## config.mk

```make
export PLATFORM = sky130hd
export DESIGN_NAME = jtag_test_ctrl_bank
export DESIGN_NICKNAME = d
export VERILOG_FILES = /design/src/rtl/jtag_test_ctrl_bank.sv
export SDC_FILE = /design/constraint.sdc
export NUM_CORES = 1
export LEC_CHECK = 0
export ABC_AREA = 0
export CELL_PAD_IN_SITES_DETAIL_PLACEMENT = 1
export CELL_PAD_IN_SITES_GLOBAL_PLACEMENT = 2
export CORE_UTILIZATION = 37
export CTS_BUF_LIST = sky130_fd_sc_hd__clkbuf_2
export CTS_CLUSTER_DIAMETER = 100
export DETAILED_ROUTE_END_ITERATION = 10
export PLACE_DENSITY = 0.82
export SLEW_MARGIN = 20
export SYNTH_ARGS = -nofsm -noshare
export SYNTH_HDL_FRONTEND = slang
export SYNTH_SLANG_ARGS = --single-unit
```

## constraint.sdc

```tcl
create_clock -name tclk -period 2.95 [get_ports tclk]
set_input_delay 0.885 -clock tclk [delete_from_list [all_inputs] [get_ports tclk]]
set_output_delay 0.885 -clock tclk [all_outputs]
set_load 0.05 [all_outputs]
```

## src/rtl/jtag_test_ctrl_bank.sv

```systemverilog
// JTAG test-data-register bank: length-checked TCR, EXTEST shift/update pair,
// and a DEBUG status register that counts malformed scans.
module jtag_test_ctrl_bank #(
  parameter int NUM_CH     = 4,
  parameter int CONRLEN    = 32,
  parameter int TRCAL_SIZE = 32
) (
  input  logic                  tclk,
  input  logic                  test_logic_reset_ni,
  input  logic                  shift_dr_i,
  input  logic                  pause_dr_i,
  input  logic                  update_dr_i,
  input  logic                  capture_dr_i,
  input  logic                  sample_preload_sel,
  input  logic                  extest_sel,
  input  logic                  debug_sel,
  input  logic                  chiptdi,
  input  logic [NUM_CH-1:0]     ch_in_a,
  input  logic [NUM_CH-1:0]     ch_in_b,
  output logic [NUM_CH-1:0]     ch_out,
  output logic                  debug_tdi_o,
  output logic                  bs_chain_tdi_o,
  output logic [CONRLEN-1:0]    tcr_out,
  input  logic [TRCAL_SIZE-1:0] trcal_tr_in,
  output logic [TRCAL_SIZE-1:0] trcal_tr_out,
  output logic                  len_err_o
);

  localparam int CNT_W  = 8;
  localparam int ERR_W  = 7;
  localparam int STAT_W = 16;

  localparam logic [CNT_W-1:0] TCR_LEN = CNT_W'(CONRLEN);
  localparam logic [CNT_W-1:0] TRC_LEN = CNT_W'(TRCAL_SIZE);
  localparam logic [CNT_W-1:0] DBG_LEN = CNT_W'(STAT_W);

  logic [CONRLEN-1:0]    r_tcr;
  logic [CONRLEN-1:0]    r_tcr_shift;
  logic [TRCAL_SIZE-1:0] r_trcal_shift;
  logic [TRCAL_SIZE-1:0] r_trcal_out;
  logic [STAT_W-1:0]     r_dbg_shift;
  logic [CNT_W-1:0]      r_cnt;
  logic [CNT_W-1:0]      r_last_cnt;
  logic [ERR_W-1:0]      r_err_cnt;
  logic                  r_len_err;
  logic                  r_bs;

  logic              w_sel_ext, w_sel_sp, w_sel_dbg, w_sel_any;
  logic              w_cnt_nz, w_upd_nz;
  logic              w_tcr_wr, w_trc_wr, w_clr, w_err;
  logic              w_bs_next;
  logic [STAT_W-1:0] w_status;
  logic [2:0]        w_idx;
  logic [7:0]        w_ch_pad;

  // One register acts per cycle: EXTEST over SAMPLE_PRELOAD over DEBUG.
  assign w_sel_ext = extest_sel;
  assign w_sel_sp  = !extest_sel && sample_preload_sel;
  assign w_sel_dbg = !extest_sel && !sample_preload_sel && debug_sel;
  assign w_sel_any = extest_sel || sample_preload_sel || debug_sel;

  assign w_cnt_nz = (r_cnt != '0);
  assign w_upd_nz = update_dr_i && w_sel_any && w_cnt_nz;
  assign w_tcr_wr = update_dr_i && w_sel_sp && (r_cnt == TCR_LEN) && r_tcr_shift[CONRLEN-1];
  assign w_trc_wr = update_dr_i && w_sel_ext && (r_cnt == TRC_LEN);
  assign w_clr    = update_dr_i && w_sel_dbg && (r_cnt == DBG_LEN) && r_dbg_shift[0];
  assign w_err    = w_upd_nz && ((w_sel_sp  && (r_cnt != TCR_LEN)) ||
                                 (w_sel_ext && (r_cnt != TRC_LEN)) ||
                                 (w_sel_dbg && (r_cnt != DBG_LEN)));

  assign w_status  = {r_last_cnt, r_err_cnt, r_len_err};
  assign w_bs_next = w_sel_ext ? r_trcal_shift[0] :
                     w_sel_sp  ? r_tcr_shift[0]   : r_dbg_shift[0];

  // NOTE: every clocked block uses non-blocking assignments so all registers
  // sample the pre-edge values of each other, independent of block order.
  always_ff @(posedge tclk or negedge test_logic_reset_ni) begin
    if (!test_logic_reset_ni) begin
      r_cnt <= '0;
    end else if (w_sel_any) begin
      if (capture_dr_i)                  r_cnt <= '0;
      else if (shift_dr_i && r_cnt != '1) r_cnt <= r_cnt + 1'b1;
    end
  end

  always_ff @(posedge tclk or negedge test_logic_reset_ni) begin
    if (!test_logic_reset_ni) begin
      r_tcr_shift   <= '1;
      r_trcal_shift <= '0;
      r_dbg_shift   <= '0;
    end else begin
      if (w_sel_sp) begin
        if (capture_dr_i)    r_tcr_shift <= r_tcr;
        else if (shift_dr_i) r_tcr_shift <= {chiptdi, r_tcr_shift[CONRLEN-1:1]};
      end
      if (w_sel_ext) begin
        if (capture_dr_i)    r_trcal_shift <= trcal_tr_in;
        else if (shift_dr_i) r_trcal_shift <= {chiptdi, r_trcal_shift[TRCAL_SIZE-1:1]};
      end
      if (w_sel_dbg) begin
        if (capture_dr_i)    r_dbg_shift <= w_status;
        else if (shift_dr_i) r_dbg_shift <= {chiptdi, r_dbg_shift[STAT_W-1:1]};
      end
    end
  end

  // The write-key bit is consumed by the update and never stored.
  always_ff @(posedge tclk or negedge test_logic_reset_ni) begin
    if (!test_logic_reset_ni) begin
      r_tcr       <= '0;
      r_trcal_out <= '0;
    end else begin
      if (w_tcr_wr) r_tcr       <= {1'b0, r_tcr_shift[CONRLEN-2:0]};
      if (w_trc_wr) r_trcal_out <= r_trcal_shift;
    end
  end

  always_ff @(posedge tclk or negedge test_logic_reset_ni) begin
    if (!test_logic_reset_ni) begin
      r_last_cnt <= '0;
      r_err_cnt  <= '0;
      r_len_err  <= 1'b0;
    end else begin
      if (w_upd_nz) r_last_cnt <= r_cnt;
      if (w_clr) begin
        r_err_cnt <= '0;
        r_len_err <= 1'b0;
      end else if (w_err) begin
        r_len_err <= 1'b1;
        if (r_err_cnt != '1) r_err_cnt <= r_err_cnt + 1'b1;
      end
    end
  end

  // Serial out launches on the falling edge, half a cycle after each shift.
  always_ff @(negedge tclk or negedge test_logic_reset_ni) begin
    if (!test_logic_reset_ni) r_bs <= 1'b0;
    else if (w_sel_any)       r_bs <= w_bs_next;
  end

  assign ch_out = ({NUM_CH{r_tcr[CONRLEN-2]}} & r_tcr[NUM_CH-1:0] & ch_in_b) |
                  (~({NUM_CH{r_tcr[CONRLEN-2]}} & r_tcr[NUM_CH-1:0]) & ch_in_a);

  assign w_idx    = r_tcr[NUM_CH+2:NUM_CH];
  assign w_ch_pad = 8'(ch_out);
  assign debug_tdi_o = r_tcr[CONRLEN-2] && r_tcr[CONRLEN-3] &&
                       (4'(w_idx) < 4'(NUM_CH)) && w_ch_pad[w_idx];

  assign tcr_out        = r_tcr;
  assign trcal_tr_out   = r_trcal_out;
  assign len_err_o      = r_len_err;
  assign bs_chain_tdi_o = r_bs;

endmodule

```

======== Yosys cells after proc, flatten, opt, wreduce, memory -nomap -nowiden ========
Cells that the tools add are included.
operators by class
  equality and inequality tests ........... 6
  order comparisons ....................... 2
  add/sub/neg operators ................... 2
  multiplexer cells ....................... 17
  bitwise gates (word level) .............. 5
  reductions and logical operators ........ 37
operators by type and width
  cell                   count
  $mux W32               4
  $mux W16               2
  $logic_and A1 B1 Y1    21
  $mux W7                3
  $mux W8                2
  $and A4 B4 Y4          3
  $reduce_and A2 Y1      5
  $add A8 B1 Y8 const B  1
  $eq A8 B5 Y1 const B   1
  $eq A8 B6 Y1 const B   1
  $ne A8 B5 Y1 const B   1
  $ne A8 B6 Y1 const B   1
  $ne A8 B8 Y1 const B   1
  $reduce_bool A2 Y1     4
  $reduce_bool A8 Y1     1
  $add A7 B1 Y7 const B  1
  $ne A7 B7 Y1 const B   1
  $mux W1                5
  $logic_or A1 B1 Y1     4
  $lt A3 B4 Y1 const B   1
  $not A4 Y4             1
  $or A4 B4 Y4           1
  $bmux W1 S3            1
  $lt A3 B3 Y1 const B   1
  $logic_not A1 Y1       2
word-level totals
  bits in registers ....................... 168
  output and inout port bits .............. 71

======== Logic depth before layout (Yosys ltp) ========
Gate-level depths: netlist (run 1).
  depth after elaboration ................. 8
  depth in mapped cells ................... 8

==> flow_summary.ini, run 1 <==
[timing]
worstMarginPinSlew_ns = 0.907
slew_headroom_pct = 39.3
fin_skew_ns = 0.112
finalSetupViolations = 2
fin_ws_ns = -0.642
drv_slew = 0
rsz0062_at_grt = yes
hold_viol = 0
tns_ns = -1.01

[grt]
grt_max_degree = 168
antenna_found_initial = 1
grt_pass1_wl_mm = 30.6
grt_pass1_vias = 5751
globalRouteTotalUtil_pct = 18.1
grt.overflow.total = 0

[synth]
postSynthAreaPerCell_um2 = 12.0
syn_nets = 688
synth_top_area_share_pct = 44.5
ys_ff_latch = 168
yosysSeqAreaShare_pct = 55.8
yosys-top-cells-area = dfrtp_1 (44%), dfstp_2 (11%), mux2i_1 (11%)
yosys_warnings = 0
synth_edf_count = 0
synth_flop_cell = dfrtp_1
synth_top_area_cell = dfrtp_1
ys_types = 53
synthCells = 635
synthArstFlopShare_pct = 100
synth_area_um2 = 7600

[worst_setup_path]
r2r-start = r_dbg_shift[0]$_DFFE_PN0P_
crit_buf_inv = 1
rrSetupSlack_ns = 0.34
arrival_ns = 2.71
start_kind = register
slowest_delay_ns = 0.49
required_ns = 2.07
rr_endpoint = bs_chain_tdi_o$_DFFE_NN0P_
crit_family = flip-flops
worst-r2r-cell-count = 4
path_max_fanout = 2
critPathCaptureType = output port
crit_chain = buf_12
crit_type = reg -> out
crit_slowest_cell = dfrtn_1

[die]
coreArea_um2 = 20200
std_cell_rows = 52
die_w_um = 145
initial_core_util_pct = 37.7
io_pins = 121
die_h_um = 145
dieArea_um2 = 21100

[detailed_routing]
wirelength_mm = 17.9
drt_iter0_drc = 183
drtPass1Iterations = 4
drt-wirelength-per-cell_um = 17.2
viasPerCell = 5.08
num_vias = 5288
drtAntennaViolNets = 0
drc = 0

[clock_network]
clk_latency_ns = 0.70
cts_tree = yes
cts_hold_buf = 0
clkSlewWorstSetupHoldPaths_ns = 0.26
numCtsBuffers = 17
clock-sinks = 168
ctsHtreeMaxLevel = 4
clk_path_buf_depth = 2
root_buffer = clkbuf_2

[power]
peakVddDrop_uv = 210
seqPwrFrac_pct = 59.7
power.total_uw = 4730
comb_power_share_pct = 14.7
p_leak_uw = 0.00516
power.share.clock_pct = 25.6
power_switching_share_pct = 30.5
p_per_area_nw_per_um2 = 493
p_int_uw = 3290
p_switching_uw = 1440

[placement]
gp_congestion = 0.757
dp_cells = 1003
portBuffers = 118
place_area_um2 = 9240
dp_hpwl_mm = 11.9

[status]
violations = negative setup slack
status = complete, but fails checks

[min_path]
holdCritPathClass = in -> async

[layout]
seq_area_um2 = 4250
final_cells = 1040
final_core_util_pct = 47.5
fin_area_um2 = 9590
drive_gt1_share_pct = 20.0
syn2layout_area_growth_pct = 26.1
multi_input_area_um2 = 3160
fin_nets = 809
fillers = 2182

[flow_run]
drv_cap = 0
[synthesized netlist by cell type (2+ instances only)]
master and n:
dfrtp_1 135, mux2i_1 82, nor2_1 57, a21oi_1 55
o21ai_0 43, nand2_1 40, mux2_1 33, dfstp_2 32
mux2_2 29, clkbuf_1 26, mux2_4 14, nand3_1 8
buf_6 7, buf_1 6, nor3_1 5, a31oi_1 4
inv_1 4, nor2b_1 4, and4_1 3, buf_2 3
ha_1 3, nand4_1 3, nor3b_1 3, or3_1 3
a41oi_1 2, and3_1 2, nand3b_1 2, nor4b_4 2
[metrics by stage]
step	setup slack, ns	hold WS [ns]
6_report	-0.642	0.268
3_3_place_gp	-0.532	0.481
5_1_grt	-0.753	0.263
4_1_cts	-0.727	0.256
3_5_place_dp	-0.588	0.486
2_1_floorplan	-0.320	0.464
[final cells by class]
type                       count  share of cell area, %
antenna                        1                 0.0261
clock buffer                  19                  0.992
clock inverter                13                   1.44
inverter                       4                  0.157
multi-input combinational    420                   33.0
sequential                   168                   44.3
tap                          270                   3.52
timing repair buffer         145                   16.6
[worst max-delay path by stage]
stage / startpoint / end / slack (ns) / cells past startpoint
2_1_floorplan: extest_sel / bs_chain_tdi_o$_DFFE_NN0P_ / -0.32 / 5
3_3_place_gp: debug_sel / bs_chain_tdi_o$_DFFE_NN0P_ / -0.53 / 4
3_5_place_dp: debug_sel / bs_chain_tdi_o$_DFFE_NN0P_ / -0.59 / 4
4_1_cts: bs_chain_tdi_o$_DFFE_NN0P_ / bs_chain_tdi_o / -0.73 / 1
5_1_grt: bs_chain_tdi_o$_DFFE_NN0P_ / bs_chain_tdi_o / -0.75 / 1
6_report: bs_chain_tdi_o$_DFFE_NN0P_ / bs_chain_tdi_o / -0.64 / 1
[metal layers]
layer | vias to the layer above | track usage [%] | share of wire (%)
li1 | 2502 | - | -
met1 | 2681 | 22.3 | 43
met2 | 91 | 30.6 | 50
met3 | 14 | 5.35 | 5.6
met4 | 0 | 5.11 | 1.3
met5 | - | 0 | 0
[timing repair]
item | 4_1_cts | 5_1_grt
gates resized for setup | 36 | 34
endpoints found under the setup margin | 32 | 36
pin swaps | 4 | 1
buffers inserted | 1 | 3
hold endpoints to repair | 0 | 0
[layout by cell type (no fill, tap or decap), types with 13 or more instances in the layout]
master / netlist / final
mux2_4: 14 / 18
o21ai_0: 43 / 43
dfrtp_1: 135 / 134
mux2_2: 29 / 25
dfstp_2: 32 / 32
buf_4: 1 / 20
buf_12: 0 / 13
mux2_1: 33 / 33
clkbuf_2: 0 / 19
nor2_1: 57 / 57
dlymetal6s2s_1: 0 / 34
nand2_1: 40 / 38
dlygate4sd2_1: 0 / 27
mux2i_1: 82 / 82
a21oi_1: 55 / 55
clkdlybuf4s50_1: 0 / 49
[cell families after synthesis]
kind of cell    share of synthesized area [%]
flops                                    55.8
mux                                      23.0
simple gates                             9.12
compound gates                           8.33
buf+inv                                  3.11
fa+ha+maj                               0.494
other cells                            0.0493
[power by group through the flow]
stage,clock (uW),sequential (uW),combinational (uW)
floorplan,0,2800,444
global placement,0,2840,668
detailed placement,0,2870,710
CTS,1280,2830,712
global route,1350,2870,791
finish,1210,2830,696
[sequential cells by signal, indices dropped and copies added, names as in the netlist]
name / cells
r_tcr_shift: 32
r_last_cnt: 8
r_trcal_shift: 32
len_err_o: 1
r_dbg_shift: 16
tcr_out: 31
r_err_cnt: 7
trcal_tr_out: 32
bs_chain_tdi_o: 1
r_cnt: 8
Power figures use the tool's default switching activity.
==> run 2, diff against run 1 <==
Settings changed: ABC_CLOCK_PERIOD_IN_PS set to 2950, CTS_CLUSTER_SIZE set to 30.
==> results of run 2 <==
Final layout, timing and power as in run 1 (identical DEF).
==> run 3, diff against run 2 <==
Settings changed: CTS_CLUSTER_DIAMETER 100 to 40.
==> results of run 3 <==
Final layout, timing and power as in run 1 (identical DEF).
